**config.mk**
```make
export PLATFORM = sky130hd
export DESIGN_NAME = sram_arbiter
export DESIGN_NICKNAME = d
export VERILOG_FILES = /design/src/rtl/sram_arbiter.sv
export SDC_FILE = /design/constraint.sdc
export NUM_CORES = 1
export LEC_CHECK = 0
export ABC_AREA = 1
export BUFFER_PORTS_ARGS = -buffer_cell sky130_fd_sc_hd__buf_4
export CAP_MARGIN = 20
export CORE_UTILIZATION = 48
export DETAILED_ROUTE_END_ITERATION = 8
export GPL_ROUTABILITY_DRIVEN = 1
export HOLD_SLACK_MARGIN = 0.05
export PLACE_DENSITY = 0.88
export SKIP_LAST_GASP = 1
export SYNTH_ARGS = -nofsm -noshare
export SYNTH_HDL_FRONTEND = slang
export SYNTH_SLANG_ARGS = --single-unit
export TNS_END_PERCENT = 20
```
**constraint.sdc**
```tcl
create_clock -name clk -period 2.36 [get_ports clk]
set_clock_uncertainty 0.15 [all_clocks]
set_input_delay 0.708 -clock clk [delete_from_list [all_inputs] [get_ports clk]]
set_output_delay 0.708 -clock clk [all_outputs]
set_load 0.01 [all_outputs]
```
**src/rtl/sram_arbiter.sv**
```systemverilog
// sram_arbiter: two-port round-robin arbiter in front of the single 1M x 16 SRAM controller.
//
// One access at a time. The granted request's rw/addr/wdata are latched into the mem_* field
// registers. mem_valid is pulsed for exactly one cycle. The fields are then held until
// mem_ready or the watchdog expires. Completion is returned as a one-cycle reqN_ready pulse on
// the granted port. timeout_err accompanies that pulse when the access was aborted.
//
// Ports:
//   clk, rst                  clock; synchronous active-low reset
//   reqN_valid/rw/addr/wdata  request from requester N (N = 0 instruction side, 1 data side)
//   reqN_ready, reqN_rdata    completion pulse and held read data for requester N
//   mem_valid/rw/addr/wdata   request pulse and held fields to the SRAM controller
//   mem_ready, mem_rdata      completion and read data from the SRAM controller
//   timeout_err               pulse alongside reqN_ready when the watchdog aborted the access

module sram_arbiter #(
    parameter int unsigned TIMEOUT_CYCLES = 64  // legal range 2..1023
) (
    input  logic        clk,
    input  logic        rst,

    input  logic        req0_valid,
    input  logic        req0_rw,
    input  logic [19:0] req0_addr,
    input  logic [15:0] req0_wdata,
    output logic        req0_ready,
    output logic [15:0] req0_rdata,

    input  logic        req1_valid,
    input  logic        req1_rw,
    input  logic [19:0] req1_addr,
    input  logic [15:0] req1_wdata,
    output logic        req1_ready,
    output logic [15:0] req1_rdata,

    output logic        mem_valid,
    output logic        mem_rw,
    output logic [19:0] mem_addr,
    output logic [15:0] mem_wdata,
    input  logic        mem_ready,
    input  logic [15:0] mem_rdata,

    output logic        timeout_err
);

    typedef enum logic [1:0] {StIdle, StIssue, StWait, StResp} state_e;

    localparam logic [9:0] WdogLast = 10'(TIMEOUT_CYCLES - 1);

    state_e      state_q, state_d;
    logic        last_grant_q, last_grant_d;
    logic        grant_q, grant_d;
    logic        abort_q, abort_d;
    logic [9:0]  wdog_q, wdog_d;
    logic        mem_rw_q, mem_rw_d;
    logic [19:0] mem_addr_q, mem_addr_d;
    logic [15:0] mem_wdata_q, mem_wdata_d;
    logic [15:0] req0_rdata_q, req0_rdata_d;
    logic [15:0] req1_rdata_q, req1_rdata_d;

    // Port chosen if a grant happens this cycle: a lone requester wins outright, a tie goes to
    // the port that did not win last time.
    logic pick;
    assign pick = (req0_valid && req1_valid) ? ~last_grant_q : req1_valid;

    always_comb begin
        state_d      = state_q;
        last_grant_d = last_grant_q;
        grant_d      = grant_q;
        abort_d      = abort_q;
        wdog_d       = wdog_q;
        mem_rw_d     = mem_rw_q;
        mem_addr_d   = mem_addr_q;
        mem_wdata_d  = mem_wdata_q;
        req0_rdata_d = req0_rdata_q;
        req1_rdata_d = req1_rdata_q;

        unique case (state_q)
            StIdle: begin
                if (req0_valid || req1_valid) begin
                    grant_d      = pick;
                    last_grant_d = pick;
                    mem_rw_d     = pick ? req1_rw    : req0_rw;
                    mem_addr_d   = pick ? req1_addr  : req0_addr;
                    mem_wdata_d  = pick ? req1_wdata : req0_wdata;
                    state_d      = StIssue;
                end
            end
            StIssue: begin
                wdog_d  = '0;
                abort_d = 1'b0;
                state_d = StWait;
            end
            StWait: begin
                if (mem_ready) begin
                    if (grant_q) begin
                        req1_rdata_d = mem_rdata;
                    end else begin
                        req0_rdata_d = mem_rdata;
                    end
                    state_d = StResp;
                end else if (wdog_q == WdogLast) begin
                    // Abandon the access; the controller is never re-pulsed for it.
                    if (grant_q) begin
                        req1_rdata_d = 16'h0000;
                    end else begin
                        req0_rdata_d = 16'h0000;
                    end
                    abort_d = 1'b1;
                    state_d = StResp;
                end else begin
                    wdog_d = wdog_q + 10'd1;
                end
            end
            StResp: begin
                state_d = StIdle;
            end
            default: begin
                state_d = StIdle;
            end
        endcase
    end

    always_ff @(posedge clk) begin
        if (!rst) begin
            state_q      <= StIdle;
            last_grant_q <= 1'b1;  // so port 0 wins the first tie
            grant_q      <= 1'b0;
            abort_q      <= 1'b0;
            wdog_q       <= '0;
            mem_rw_q     <= 1'b0;
            mem_addr_q   <= '0;
            mem_wdata_q  <= '0;
            req0_rdata_q <= '0;
            req1_rdata_q <= '0;
        end else begin
            state_q      <= state_d;
            last_grant_q <= last_grant_d;
            grant_q      <= grant_d;
            abort_q      <= abort_d;
            wdog_q       <= wdog_d;
            mem_rw_q     <= mem_rw_d;
            mem_addr_q   <= mem_addr_d;
            mem_wdata_q  <= mem_wdata_d;
            req0_rdata_q <= req0_rdata_d;
            req1_rdata_q <= req1_rdata_d;
        end
    end

    // Pulses decode directly from the state register, so reset clears them immediately.
    assign mem_valid   = (state_q == StIssue);
    assign req0_ready  = (state_q == StResp) && !grant_q;
    assign req1_ready  = (state_q == StResp) && grant_q;
    assign timeout_err = (state_q == StResp) && abort_q;

    assign mem_rw      = mem_rw_q;
    assign mem_addr    = mem_addr_q;
    assign mem_wdata   = mem_wdata_q;
    assign req0_rdata  = req0_rdata_q;
    assign req1_rdata  = req1_rdata_q;

endmodule

```
==> results of run 1 <==
through the flow:
step | setup WS (ps) | power, mW | hold WS, ps | util [%] | area [µm²]
3_3_place_gp | 409 | 3.96 | 305 | 67.1 | 5290
6_report | 292 | 5.12 | 333 | 69.8 | 5500
5_1_grt | 99.1 | 5.44 | 349 | 69.8 | 5500
3_5_place_dp | 316 | 4.03 | 316 | 67.1 | 5290
2_1_floorplan | 536 | 3.17 | 279 | - | 3990
4_1_cts | 278 | 5.11 | 337 | 69.8 | 5500
routing by layer:
metal  vias to the layer above  part of all wire (%)  GRT usage, %  wire length, µm
met5                         -                     0             0                0
met4                         0                   1.1          8.85              125
met3                        14                   9.1          7.72             1020
met2                       207                    50          46.1             5590
met1                      1927                    40          28.9             4430
li1                       2146                     -             -                -
cell families (layout without fill, tap and decap cells):
group | after synthesis | in the layout | share of synthesized area [%]
compound gates | 88 | 88 | 12.2
fa+ha+maj | 6 | 6 | 1.88
buf+inv | 82 | 236 | 8.62
flops | 84 | 84 | 42.1
simple gates | 317 | 317 | 35.2
sequential cells by signal, summed over array words and instances (netlist names):
register	flops
grant_q	1
mem_wdata	16
state_q	2
mem_addr	20
last_grant_q	1
req0_rdata	16
wdog_q	10
abort_q	1
mem_rw	1
req1_rdata	16
final cells by class:
class	instances	area [µm²]
fillers	638	2380
clock buffers	11	151
well taps	102	128
clock inverters	5	60.1
inverters	45	169
flip-flops and latches	84	1680
repair buffers	175	1340
multi-input cells	411	1980
power groups by stage:
stage | Sequential [mW] | Clock (mW) | Combinational (mW)
floorplan | 2.10 | 0 | 1.07
global placement | 1.97 | 0 | 1.98
detailed placement | 1.98 | 0 | 2.04
CTS | 1.96 | 1.10 | 2.05
global route | 2.00 | 1.16 | 2.28
finish | 1.97 | 1.09 | 2.06
tightest hold or removal path, cell delays in order (launching register included):
cell	delay (ps)
dfxtp_1	350
nor2_2	50
nor2_2	60
Yosys cell counts:
cell | count | share of area, %
nand2_2 | 4 | 0.63
a31oi_1 | 37 | 5.8
nor2_8 | 2 | 1.0
o21ai_0 | 40 | 5.0
inv_1 | 43 | 4.0
dfxtp_1 | 84 | 42
nand3_1 | 34 | 4.3
nor3b_1 | 1 | 0.19
nand2_1 | 176 | 17
nand3_2 | 1 | 0.25
inv_2 | 2 | 0.19
nand4_1 | 11 | 1.7
buf_2 | 10 | 1.3
a21oi_1 | 11 | 1.4
buf_1 | 3 | 0.28
nand4_4 | 1 | 0.53
nand2_4 | 2 | 0.56
nor2_4 | 1 | 0.28
nor2_2 | 20 | 3.1
nor2_1 | 64 | 6.0
buf_6 | 1 | 0.28
buf_12 | 1 | 0.50
ha_1 | 6 | 1.9
clkbuf_1 | 22 | 2.1
worst paths after layout:
kind                         end  slack, ps  cells past startpoint
setup / recovery  req1_rdata[15]        290                      8
setup reg to reg  req1_rdata[15]        290                      8
hold / removal     req0_rdata[7]        330                      2
hold reg to reg    req0_rdata[7]        330                      2
==> impl_results.md, run 1 <==
- Nets: 827
- Final Wtd Congestion: roughly 0.89
- Total negative slack: 0 ps
- Maximum clock frequency: 483 MHz
- Clock share of power: 21.3%
- Slew margin rel.: 59.6%
- Max_cap viols: 0
- DRC viols: 0
- CP max FO: 25
- Cells after synthesis: around 580
- Crit Path Class: reg2reg
- CTS Root Cell: clkbuf_8
- Maximum root-to-sink buffer count: 2
- CP top delay family: simple AND/OR/NAND/NOR gates
- Initial Util: 50.6%
- Core Box Area: a little under 8000 µm²
- Initial antenna violation count: 0
- Largest net degree at the start of global routing: 75
- PD cells: about 930 nW/µm²
- Setup-failing EPs final: 0
- Reg2reg start: state_q[0]
- Ant. Diodes: 0
- Hold buffer count at CTS: 0
- Iteration-0 DRC Markers: 244
- Period utilization: ~88%
- Routed wire length: 11.2 mm
- Total gr overflow: 0
- Worst path cell trace: inv_1 > ha_1 > nand4_4 > nand2_4 > nand2_4 > inv_2 > nor2_1 > nor2_1
- Hold crit path type: reg2reg
- CP Data Arrival Time: between 2000 and 2500 ps
- Dpl cells: 817
- Internal power: 3.18 mW
- Die Area: between 8000 and 9000 µm²
- Die Height: roughly 93 µm
- Via density: around 5.2
- Sequential area share after synthesis: 42.1%
- Worst setup SP type: register
- Cts bufs inserted: 9
- Status: finished, final reports clean
- Critical path startpoint: state_q[0]
- Die width: 93.2 µm
- Logic pwr share: 40.3%
- Peak supply drop: 514 µV
- CP peak stage delay: roughly 340 ps
- Drt pass-1 iters: 6
- Placed wire-length estimate: 8.02 mm
- Post CTS Setup Buffer Count: 0
- #FFs+latches synth: 84
- Post-DRT Antenna Nets: 0
- Mapped cell area: 3990 µm²
- Hold Violations, Final: 0
- Pleak: 2.76 nW
- Via count: 4294
- Unique cell type count in the Yosys netlist: 24
- H-tree depth: 3
- Sink Count: 84
- Sequential power share: 38.4%
- Number of global-route vias before repair: 3977
- Synthesized Nets: 678
- Sw Pwr: just under 2 mW
- Port bufs: 167
- CP Buf/Inv Count: 2
- Global Route Usage Sum: 25.7%
- Sw Ratio: 37.8%
- Share of cells above drive strength 1: 30.9%
- Worst EP required: 2500 ps
- Hold Crit Start: req0_rdata[7]
- Resize count post-CTS: 0
- Slowest cell on crit path: dfxtp_1
- Commonest cells after routing, fill and taps aside: nand2_1 (176), buf_4 (173), dfxtp_1 (84), nor2_1 (64), inv_1 (42)
- Non-filler cells, final: 833
- Clk_lat worst skew: 360 ps
- Crit. End Element: register
- Commonest non-fill, non-tap cell in the layout: nand2_1
- Synth warn: 0
- Drt wl/cell: about 13 µm
- Final max-slew violation count: 0
- First-pass GRT wire length: between 15 and 20 mm
- Clock-pin slew on the worst setup and hold paths: 90 ps
- Standard-cell rows: 32
- Avg Inst Size Synth: 6.92 µm²
- I/O Pins: 168
- Area grow syn2layout: 37.9%
- RSZ-0062 raised after global routing: no
- Min Tclk post-route: 2070 ps
- Slew @ Worst Pin: 606 ps
- CTS tree: yes
No activity file was read; power rests on OpenSTA's default activity.
==> inputs of run 2 (changes only) <==
--- a/config.mk
+++ b/config.mk
@@ -7,12 +7,12 @@
 export LEC_CHECK = 0
 export ABC_AREA = 1
 export BUFFER_PORTS_ARGS = -buffer_cell sky130_fd_sc_hd__buf_4
-export CAP_MARGIN = 20
-export CORE_UTILIZATION = 48
+export CORE_UTILIZATION = 25
+export CTS_CLUSTER_SIZE = 14
 export DETAILED_ROUTE_END_ITERATION = 8
 export GPL_ROUTABILITY_DRIVEN = 1
 export HOLD_SLACK_MARGIN = 0.05
-export PLACE_DENSITY = 0.88
+export PLACE_DENSITY = 0.55
 export SKIP_LAST_GASP = 1
 export SYNTH_ARGS = -nofsm -noshare
 export SYNTH_HDL_FRONTEND = slang
==> impl_results.md, run 2 (same netlist as run 1, synthesis figures left out) <==
- Status: finished, final reports clean
- Crit. End Element: output port
- CTS tree: yes
- Grt met3 use: 5.70% (-2.0 points)
- Logic pwr share: 37.9% (-2.4 points)
- Sw Pwr: 2.04 mW (+5.5%)
- Maximum root-to-sink buffer count: 2 (unchanged)
- Final core utilization: 37.3% (-32 points)
- Cts bufs inserted: 9 (unchanged)
- Port bufs: 167 (unchanged)
- Commonest cells after routing, fill and taps aside: buf_4 (178), nand2_1 (176), dfxtp_1 (84), nor2_1 (64), inv_1 (42)
- Commonest non-fill, non-tap cell in the layout: buf_4
- Largest net degree at the start of global routing: 43 (-43%)
- Slew @ Worst Pin: 522 ps (-84.3 ps)
- Drt wl/cell: 12.5 µm (-6.9%)
- Peak supply drop: 413 µV (-20%)
- Total gr overflow: 0 (unchanged)
- Via count: 4103 (-4.4%)
- Clock-pin slew on the worst setup and hold paths: 70 ps (-20 ps)
- Gr busiest metal: met2
- Max_cap viols: 0 (unchanged)
- FILL cells: 1693 (+170%)
- Ant. Diodes: 0 (unchanged)
- CP peak stage delay: 390 ps (+50 ps)
- Die Height: 128 µm (+38%)
- Number of global-route vias before repair: 3856 (-3.0%)
- Sequential power share: 36.5% (-1.9 points)
- Initial antenna violation count: 0 (unchanged)
- Total negative slack: 0 ps (unchanged)
- Clk_lat worst skew: 340 ps (-20 ps)
- Sink Count: 84 (unchanged)
- Initial Util: 26.0% (-25 points)
- Post-DRT Antenna Nets: 0 (unchanged)
- Resize count post-CTS: 0 (unchanged)
- Core Box Area: 15400 µm² (+95%)
- Min Tclk post-route: 2160 ps (+88.9 ps)
- Die Area: 16500 µm² (+90%)
- PD cells: 945 nW/µm² (+1.6%)
- First-pass GRT wire length: 18.8 mm (+5.7%)
- Standard-cell rows: 45 (+41%)
- Grt met2 use: 23.1% (-23 points)
- Placed wire-length estimate: 8.68 mm (+8.2%)
- Final design instance area without fill: 5730 µm² (+4.2%)
- Placed inst area: 5450 µm² (+2.9%)
- Nets: 831 (+0.48%)
- Worst setup SP type: register
- Hold Violations, Final: 0 (unchanged)
- Met1 usage: 18.3% (-11 points)
- Final Wtd Congestion: 0.761 (-14%)
- Worst path cell trace: ha_1 > inv_1 > nor2_1 > buf_4
- Slew margin rel.: 65.2% (+5.6 points)
- CP Data Arrival Time: 1300 ps (-910 ps)
- I/O Pins: 168 (unchanged)
- Max reg flops: 20 (unchanged)
- Crit Path Class: reg2out
- Internal power: 3.38 mW (+6.0%)
- Drt pass-1 iters: 5 (-1)
- Clock share of power: 25.5% (+4.2 points)
- Die width: 128 µm (+38%)
- Maximum clock frequency: 464 MHz (-4.1%)
- Setup-failing EPs final: 0 (unchanged)
- Pleak: 2.81 nW (+1.8%)
- CTS Root Cell: clkbuf_16
- Via density: 4.34 (-16%)
- Slowest cell on crit path: dfxtp_1
- Share of cells above drive strength 1: 31.3% (+0.38 points)
- CP max FO: 4 (-84%)
- H-tree depth: 3 (unchanged)
- Worst EP required: 1500 ps (-1000 ps)
- Post CTS Setup Buffer Count: 0 (unchanged)
- RSZ-0062 raised after global routing: no
- Final max-slew violation count: 0 (unchanged)
- Hold buffer count at CTS: 0 (unchanged)
- Hold crit path type: reg2reg
- Sw Ratio: 37.7% (-0.12 points)
- Area grow syn2layout: 43.7%
- Period utilization: 91.4% (+3.8 points)
- Global Route Usage Sum: 14.6% (-11 points)
- Iteration-0 DRC Markers: 183 (-25%)
- Routed wire length: 11.8 mm (+5.7%)
- DRC viols: 0 (unchanged)
run 2: power groups by stage:
stage                     sequential, mW  clock, mW  combinational (mW)
after global placement              2.01          0                2.08
after detailed placement            2.00          0                2.08
after CTS                           1.98       1.42                2.08
final                               1.98       1.38                2.05
after floorplan                     2.10          0                1.07
after global routing                2.02       1.48                2.31
run 2: layout make-up:
| cell class | count | area, µm² | share of cell area (%) |
|---|---|---|---|
| inverter | 45 | 169 | 2.95 |
| multi-input combinational | 411 | 1980 | 34.5 |
| timing repair buffer | 179 | 1360 | 23.7 |
| tap | 211 | 264 | 4.60 |
| sequential | 84 | 1680 | 29.3 |
| clock buffer | 9 | 225 | 3.93 |
| clock inverter | 7 | 61.3 | 1.07 |
run 2: layer usage:
| metal | vias to the layer above | part of all wire (%) |
|---|---|---|
| li1 | 2162 | - |
| met1 | 1802 | 45 |
| met2 | 131 | 45 |
| met3 | 8 | 8.9 |
| met4 | 0 | 0.88 |
| met5 | - | 0 |
run 2: worst paths after layout:
kind                 startpoint             to  slack (ps)  cells past startpoint
hold / removal    req0_rdata[0]  req0_rdata[0]         320                      2
hold reg to reg   req0_rdata[0]  req0_rdata[0]         320                      2
setup reg to reg     state_q[0]  req1_rdata[8]         280                      8
setup / recovery     state_q[1]     req0_ready         200                      4
run 2: critical path: cells and delay by family, from the launching register on:
family                     cells  cell delay [ps]
DFF                            1              390
adders and majority gates      1              300
buffers and inverters          2              190
and+or+nand+nor                1               90
run 2: metrics by stage:
step                worst slack, ps  instances  total power [mW]  hold WS (ps)
floorplan                       536        577              3.17           279
global placement                328        930              4.09           303
detailed placement              284        930              4.08           315
CTS                             192        946              5.49           332
global route                   74.7        946              5.81           355
finish                          203        946              5.41           325
